===== src/rtl/imem_loader_pkg.sv =====
// -----------------------------------------------------------------------------
// imem_loader_pkg
//   Shared types and constants for the instruction-memory boot loader.
//   - loader_state_e : loader FSM states
//   - BYTES_PER_WORD : bytes assembled into one instruction word
//   - LEN_W          : width of the word-count header field
// -----------------------------------------------------------------------------
package imem_loader_pkg;

    localparam int BYTES_PER_WORD = 4;
    localparam int LEN_W          = 16;

    typedef enum logic [2:0] {
        LEN0,   // waiting for header low byte
        LEN1,   // waiting for header high byte
        DATA,   // assembling a word from the byte stream
        WRITE,  // one-cycle write of the assembled word
        DONE,   // image loaded, core released
        ERR     // header word count larger than the memory
    } loader_state_e;

endpackage : imem_loader_pkg


===== src/rtl/imem_loader.sv =====
// -----------------------------------------------------------------------------
// imem_loader
//   Boot loader between a serial byte source (typically a UART receiver) and
//   the instruction memory write port. It parses a frame of the form
//     LEN[7:0], LEN[15:8], LEN x 4 data bytes (each word little-endian)
//   writes the words to consecutive word addresses starting at 0, and holds
//   the core in reset until the whole image is in memory.
//
// Ports
//   clk         in   system clock, rising edge
//   rst_n       in   asynchronous active-low reset
//   rx_valid    in   byte on rx_data is valid
//   rx_data     in   incoming byte
//   rx_ready    out  loader can accept a byte this cycle
//   reload      in   single-cycle pulse, restarts loading from DONE or ERR
//   imem_we     out  instruction memory write enable
//   imem_addr   out  word address of the write
//   imem_wdata  out  write data
//   core_rst_n  out  active-low core reset, low while loading
//   busy        out  load in progress
//   done        out  image loaded, core released
//   err         out  header word count exceeded the memory depth
//
// At SoC level the core reset is core_rst_n AND rst_n.
// -----------------------------------------------------------------------------
module imem_loader
    import imem_loader_pkg::*;
#(
    parameter int ADDR_W = 8,
    parameter int LEN_W  = imem_loader_pkg::LEN_W
) (
    input  logic              clk,
    input  logic              rst_n,
    input  logic              rx_valid,
    input  logic [7:0]        rx_data,
    output logic              rx_ready,
    input  logic              reload,
    output logic              imem_we,
    output logic [ADDR_W-1:0] imem_addr,
    output logic [31:0]       imem_wdata,
    output logic              core_rst_n,
    output logic              busy,
    output logic              done,
    output logic              err
);

    localparam int BC_W = $clog2(BYTES_PER_WORD);
    localparam logic [BC_W-1:0] BC_LAST = BC_W'(BYTES_PER_WORD - 1);

    // Depth and word counts are held one bit wider than the header so that a
    // memory of 2**LEN_W words still compares correctly against the header.
    localparam logic [LEN_W:0] DEPTH = (LEN_W + 1)'(1) << ADDR_W;

    loader_state_e     state_q,      state_d;
    logic [7:0]        len_lo_q,     len_lo_d;
    logic [BC_W-1:0]   byte_cnt_q,   byte_cnt_d;
    logic [LEN_W:0]    words_left_q, words_left_d;
    logic [ADDR_W-1:0] addr_q,       addr_d;
    logic [31:0]       wdata_q,      wdata_d;
    logic              core_rst_n_q, core_rst_n_d;

    logic              accept;
    logic [LEN_W:0]    len_full;

    // rx_ready is a pure state decode: it is low exactly in the states that
    // cannot absorb a byte, so no byte is ever dropped.
    assign rx_ready = (state_q == LEN0) || (state_q == LEN1) || (state_q == DATA);
    assign accept   = rx_valid && rx_ready;
    assign len_full = (LEN_W + 1)'({rx_data, len_lo_q});

    // -------------------------------------------------------------------------
    // Next-state and datapath logic
    // -------------------------------------------------------------------------
    always_comb begin
        // NOTE: every signal written here gets its hold value first, so no
        // path through the case statement can infer a latch.
        state_d      = state_q;
        len_lo_d     = len_lo_q;
        byte_cnt_d   = byte_cnt_q;
        words_left_d = words_left_q;
        addr_d       = addr_q;
        wdata_d      = wdata_q;
        core_rst_n_d = core_rst_n_q;

        unique case (state_q)
            LEN0: begin
                if (accept) begin
                    len_lo_d = rx_data;
                    state_d  = LEN1;
                end
            end

            LEN1: begin
                if (accept) begin
                    if (len_full == '0) begin
                        // Empty image: release the core straight away.
                        state_d      = DONE;
                        core_rst_n_d = 1'b1;
                    end else if (len_full > DEPTH) begin
                        state_d = ERR;
                    end else begin
                        words_left_d = len_full;
                        addr_d       = '0;
                        byte_cnt_d   = '0;
                        state_d      = DATA;
                    end
                end
            end

            DATA: begin
                if (accept) begin
                    // Little-endian: the first byte ends up in bits [7:0]
                    // after four shifts.
                    wdata_d    = {rx_data, wdata_q[31:8]};
                    byte_cnt_d = byte_cnt_q + BC_W'(1);
                    if (byte_cnt_q == BC_LAST) begin
                        state_d = WRITE;
                    end
                end
            end

            WRITE: begin
                // The write happens this cycle; advance for the next word.
                // For a full-depth image the address wraps to 0, which is
                // harmless because the loader stops in DONE.
                addr_d       = addr_q + ADDR_W'(1);
                words_left_d = words_left_q - (LEN_W + 1)'(1);
                if (words_left_q == (LEN_W + 1)'(1)) begin
                    state_d      = DONE;
                    core_rst_n_d = 1'b1;
                end else begin
                    state_d = DATA;
                end
            end

            DONE, ERR: begin
                if (reload) begin
                    state_d      = LEN0;
                    core_rst_n_d = 1'b0;
                    addr_d       = '0;
                end
            end

            default: begin
                state_d      = LEN0;
                core_rst_n_d = 1'b0;
            end
        endcase
    end

    // -------------------------------------------------------------------------
    // State registers
    // -------------------------------------------------------------------------
    always_ff @(posedge clk or negedge rst_n) begin
        if (!rst_n) begin
            state_q      <= LEN0;
            len_lo_q     <= '0;
            byte_cnt_q   <= '0;
            words_left_q <= '0;
            addr_q       <= '0;
            wdata_q      <= '0;
            core_rst_n_q <= 1'b0;
        end else begin
            // NOTE: non-blocking assignments let every register see the
            // pre-edge value of every other register, as real flops do.
            state_q      <= state_d;
            len_lo_q     <= len_lo_d;
            byte_cnt_q   <= byte_cnt_d;
            words_left_q <= words_left_d;
            addr_q       <= addr_d;
            wdata_q      <= wdata_d;
            core_rst_n_q <= core_rst_n_d;
        end
    end

    // -------------------------------------------------------------------------
    // Outputs
    // -------------------------------------------------------------------------
    assign imem_we    = (state_q == WRITE);
    assign imem_addr  = addr_q;
    assign imem_wdata = wdata_q;
    // Registered so it rises on the same edge that enters DONE.
    assign core_rst_n = core_rst_n_q;
    assign busy       = (state_q == LEN0) || (state_q == LEN1) ||
                        (state_q == DATA) || (state_q == WRITE);
    assign done       = (state_q == DONE);
    // ERR is only left by reload or reset, which makes err sticky.
    assign err        = (state_q == ERR);

endmodule : imem_loader


===== config.mk =====
export PLATFORM = sky130hd
export DESIGN_NAME = imem_loader
export DESIGN_NICKNAME = d
export VERILOG_FILES = /design/src/rtl/imem_loader_pkg.sv /design/src/rtl/imem_loader.sv
export SDC_FILE = /design/constraint.sdc
export NUM_CORES = 1
export LEC_CHECK = 0
export BUFFER_PORTS_ARGS = -buffer_cell sky130_fd_sc_hd__buf_2
export CAP_MARGIN = 15
export CORE_MARGIN = 2
export CORE_UTILIZATION = 30
export DETAILED_ROUTE_END_ITERATION = 7
export SETUP_SLACK_MARGIN = 0.2
export SLEW_MARGIN = 25
export SYNTH_ARGS = -nofsm -noshare
export SYNTH_HDL_FRONTEND = slang
export SYNTH_SLANG_ARGS = --single-unit

===== constraint.sdc =====
create_clock -name clk -period 2.13 [get_ports clk]
set_clock_uncertainty 0.2 [all_clocks]
set_input_delay 0.213 -clock clk [delete_from_list [all_inputs] [get_ports clk]]
set_output_delay 0.213 -clock clk [all_outputs]
set_load 0.02 [all_outputs]

# After elaboration in Yosys (flattened, before gate mapping)
# Index checks and enable logic that the tools add are counted.
dict set report word_totals {
  register_bits 71
  inputBits 12
  output_inout_bits 46
  wordCells 74
}
dict set report classes {
  n_addsub 3
  n_lt_le_gt_ge 1
  eq_ne 16
  n_mux 28
  n_bitwise 1
  reduce_logical 18
}
# cell n
set op_table {}
lappend op_table {{$mux W17} 3}
lappend op_table {{$pmux W17 S2} 1}
lappend op_table {{$mux W8} 4}
lappend op_table {{$mux W3} 8}
lappend op_table {{$pmux W8 S3} 1}
lappend op_table {{$reduce_and A5 Y1} 4}
lappend op_table {{$eq A17 B1 Y1 const B} 1}
lappend op_table {{$logic_not A17 Y1} 1}
lappend op_table {{$sub A17 B1 Y17 const B} 1}
lappend op_table {{$gt A16 B9 Y1 const B} 1}
lappend op_table {{$pmux W3 S5} 1}
lappend op_table {{$ne A2 B2 Y1 const B} 6}
lappend op_table {{$add A8 B1 Y8 const B} 1}
lappend op_table {{$mux W2} 4}
lappend op_table {{$eq A3 B2 Y1 const B} 2}
lappend op_table {{$eq A3 B3 Y1 const B} 2}
lappend op_table {{$ne A2 B1 Y1 const B} 3}
lappend op_table {{$mux W1} 4}
lappend op_table {{$pmux W1 S4} 1}
lappend op_table {{$pmux W2 S2} 1}
lappend op_table {{$reduce_and A2 Y1} 2}
lappend op_table {{$reduce_and A4 Y1} 1}
lappend op_table {{$reduce_bool A2 Y1} 2}
lappend op_table {{$reduce_or A2 Y1} 2}
lappend op_table {{8 further kinds} 10}

# Longest topological paths before layout
dict set report depth {
  word_depth 6
  ltp_mapped 8
  mapped_depth_nobuf 7
}

# Worst setup path after synthesis
# No wires, ideal clock.
dict set report synth_path {
  path_kind {register to register}
  start {register words_left_q[0]}
  end {register words_left_q[12]}
  arrival_ns 1.799
  path_slack_ns 0.010
  path_stages_with_launch 8
  path_buffers 0
  period_less_slack_ns 2.120
  path_cell_list {dfrtp_1 -> inv_1 -> ha_1 -> nor3b_1 -> nand3_1 -> o32ai_1 -> nand3_1 -> a22o_1}
}
dict set report synth_between {
  elab_chain_len 2
}
# element line
set synth_rtl {}
lappend synth_rtl {{start: declaration} imem_loader.sv:57} ;# logic [LEN_W:0] words_left_q, words_left_d;
lappend synth_rtl {{start signal: assignment} imem_loader.sv:169} ;# words_left_q <= words_left_d;
lappend synth_rtl {{$sub A17 B1 Y17} imem_loader.sv:127} ;# words_left_d = words_left_q - (LEN_W + 1)'(1);
lappend synth_rtl {{$pmux W17 S2} imem_loader.sv:85} ;# unique case (state_q)
# Every way passes these cells.
# A chain may end at the register's enable or synchronous reset.

# Worst setup path after layout
dict set report layout_path {
  start {register len_lo_q[4]}
  end {register words_left_q[2]}
}
dict set report layout_between {
  elab_chain_len 3
  word_cells_on_any_way 5
  cone_classes {order compare: 1; eq/ne: 2; reduce/logical: 2}
}
# element line
set layout_rtl {}
lappend layout_rtl {{start: declaration} imem_loader.sv:55} ;# logic [7:0] len_lo_q, len_lo_d;
lappend layout_rtl {{start signal: assignment} imem_loader.sv:167} ;# len_lo_q <= len_lo_d;
lappend layout_rtl {{$gt A16 B9 Y1 or $logic_not A17 Y1 (tied branches)} {imem_loader.sv:99, imem_loader.sv:95}}
lappend layout_rtl {{$ne A2 B2 Y1 (no source line)} --}
lappend layout_rtl {{$reduce_and A4 Y1 (no source line) (*)} --}
# Every way passes the cells marked *; elsewhere a longest branch is shown, timed or not.

==> run_results.csv <==
group,metric,value,unit
run_status,status,"complete, but fails checks",
run_status,violations,"setup timing",
sta,drv_slew,0,
logic_synthesis,synth_adder_area_share,0.0146,
logic_synthesis,synth_top_family_by_area,"simple AND/OR/NAND/NOR gates",
sta,period_needed,2.26,ns
critical_path,worst-endpoint-arrival,2.27,ns
cells_and_area,finish.instance_area,0.00488,mm^2
cts,cts_tree,"done",
global_routing,grt_pass1_wl,15.2,mm
logic_synthesis,synth-seq-cells,71,
route,drt_wl_total,9.40,mm
floorplan,die_w,111,um
route,vias_per_cell,5.19,
logic_synthesis,synth_compound_area_frac,0.149,
logic_synthesis,synth.most_common_cell,"dfrtp_1",
route,wl_per_cell,16.4,um
logic_synthesis,synthesis.nets,328,
route,vias,2967,
sta,rsz0062_at_grt,"yes",
floorplan,rows,38,
sta,max_freq,0.443,GHz
placed_design,dp_slack,-0.161,ns
logic_synthesis,yosys.area_share.simple,0.153,
critical_path,crit_buf_inv,2,
placed_design,finalWeightedCongestion,0.843,
sta,timing.setup.tns,-0.582,ns
cts,cts_inserted_buffers,9,
run,cap_violations,0,
global_routing,grt_max_degree,48,
floorplan,core_area,0.0110,mm^2
cts,clk_path_buf_depth,2,
placed_design,dp_hpwl,6.34,mm
logic_synthesis,seq_area_frac_synth,0.520,
critical_path,crit_start,"len_lo_q[4]$_DFFE_PN0P_",
critical_path,crit_fanout,9,
critical_path,cp-end-kind,"flop",
power_and_ir_drop,power-per-cell-area,1390,mW/mm^2
sta,setup_viol,11,
worst_hold_path,min-delay-start,"rx_data[5]",
sta,finalHoldViolCount,0,
sta,slew-limit-headroom,0.513,
logic_synthesis,synth_common_cells,"71 x dfrtp_1, 40 x mux2_2, 22 x a21oi_1, 18 x nor2_1, 17 x o21ai_0",
global_routing,antenna_found_initial,0,
logic_synthesis,syn_avg_cell_area,11.0,um^2
critical_path,crit_family,"compound AO/OA/AOI/OAI gates",
critical_path,r2r-start,"len_lo_q[4]$_DFFE_PN0P_",
logic_synthesis,ys_types,54,
critical_path,cpPeakStageDelay,0.42,ns
cells_and_area,n_fill_cell,1013,
floorplan,initial_core_util,0.311,
logic_synthesis,yosysTopAreaCellShare,0.520,
placed_design,placed_cell_area,0.00428,mm^2
route,ant_nets,0,
logic_synthesis,synth_warnings,0,
worst_hold_path,hp-class,"input pin to flop",
global_routing,grt_pass1_vias,3028,
sta,worst-slew-pin-transition,0.725,ns
cts,root_buffer,"clkbuf_16",
logic_synthesis,synthFlopType,"dfrtp_1",
cells_and_area,final_nets,444,
route,drtIter0Drc,186,
logic_synthesis,synth-xor-area-share,0.00256,
global_routing,grt_use_total,0.151,
critical_path,cp_cell_sequence,"nor4_4, nand3b_1, a311oi_4, buf_4, nor2_2, buf_6, o211a_1",
logic_synthesis,async_reset_ff_frac,1.00,
sta,fin_crit_sh,1.06,
floorplan,die_y,111,um
route,drt_pass1_iterations,4,
global_routing,overflow,0,
power_and_ir_drop,leakage,2.18,nW
logic_synthesis,synth_edf_count,0,
cells_and_area,diodes,0,
cts,cts_sinks,71,
cts,clock_latency,0.33,ns
sta,setup_ws,-0.129,ns
route,drc,0,
cells_and_area,final_util,0.444,
floorplan,dieArea,0.0123,mm^2
floorplan,pin_count,58,
cts,clk_pin_slew,0.06,ns
cells_and_area,drive_gt1_frac,0.486,
placed_design,io_buffer_count,57,
cells_and_area,area_growth,42.7,%
critical_path,critPathKind,"flop to flop",
critical_path,worstSetupStartpointType,"flop",
critical_path,crit_slowest_cell,"a311oi_4",
logic_synthesis,syn_area,0.00342,mm^2
critical_path,required,2.14,ns
cts,htreeDepth,3,
logic_synthesis,yosysTopAreaCell,"dfrtp_1",
logic_synthesis,syn_inst,312,
logic_synthesis,synthTopCellsByArea,"dfrtp_1 52%, mux2_2 13%, a21oi_1 3.2%, o21ai_0 2.5%, nand3_1 2.0%",
power_and_ir_drop,ir_drop,603,uV
logic_synthesis,synth_mux_area_frac,0.135,
==> flip-flops by register name, summed over array words and instances (netlist names) <==
register      cells
state_q           3
len_lo_q          8
imem_wdata       32
byte_cnt_q        2
imem_addr         8
core_rst_n        1
words_left_q     17
==> layout by cell type (no fill, tap or decap), drive strengths merged, types with 5 or more instances in the layout <==
cell type	instances
inv	9
nor3	10
buf	115
o21ai	18
or4	6
mux2	40
nor2	19
nor4	6
nand2	15
nand3	14
clkbuf	12
a31oi	9
clkinv	5
dfrtp	71
and3	6
a21oi	22
nand4	6
==> report_power, final <==
group | leakage [nW] | switching, mW | internal, mW | total [mW]
Combinational | 1.16 | 1.60 | 1.42 | 3.02
Clock | 0.134 | 0.573 | 0.812 | 1.39
Sequential | 0.888 | 0.470 | 1.90 | 2.37
Total | 2.18 | 2.64 | 4.14 | 6.78
==> per-stage QoR <==
step	hold WS, ns	power (mW)	instances
3_3_place_gp	0.0238	4.97	545
5_1_grt	0.0133	7.19	572
2_1_floorplan	-0.283	3.86	312
3_5_place_dp	0.0347	5.04	545
6_report	0.0128	6.78	572
4_1_cts	0.00188	6.59	562
==> cell families after synthesis <==
logic type / after synthesis
adders and majority gates: 4
and+or+nand+nor: 94
muxes: 41
buffers and inverters: 23
AOI/OAI and AO/OA: 78
xor gates and xnor gates: 1
DFF: 71
==> final timing paths <==
| check | to | slack (ns) | cells after the start |
|---|---|---|---|
| max | words_left_q[2]$_DFFE_PN0P_ | -0.13 | 7 |
| min | len_lo_q[5]$_DFFE_PN0P_ | 0.01 | 2 |
| max reg2reg | words_left_q[2]$_DFFE_PN0P_ | -0.13 | 7 |
| min reg2reg | core_rst_n$_DFFE_PN0P_ | 0.28 | 2 |
| max in group asynchronous | state_q[1]$_DFFE_PN0P_ | 0.94 | 3 |
| min in group asynchronous | imem_wdata[1]$_DFFE_PN0P_ | 0.21 | 3 |
==> metal layers <==
metal  wire length [um]  GRT usage  up-vias
met5                  0          0        -
met4                358     0.0750        0
met3                417     0.0323       21
met2               4500      0.242       70
met1               4120      0.194     1465
li1                   -          -     1411
==> timing repair <==
item,CTS,global route
gates cloned,0,3
hold endpoints to repair,71,0
resized for setup,22,23
hold buffers,1,0
pin swaps,13,9
setup buffers,1,7
endpoints found under the setup margin,31,64
==> cell type report <==
type	count	area [um^2]	share of cell area
clock inverter	5	35.0	0.00718
clock buffer	10	239	0.0490
sequential	71	1780	0.364
tap	140	175	0.0359
multi-input combinational	218	1750	0.358
timing repair buffer	118	866	0.177
inverter	10	37.5	0.00769
Power figures use the tool's default switching activity.
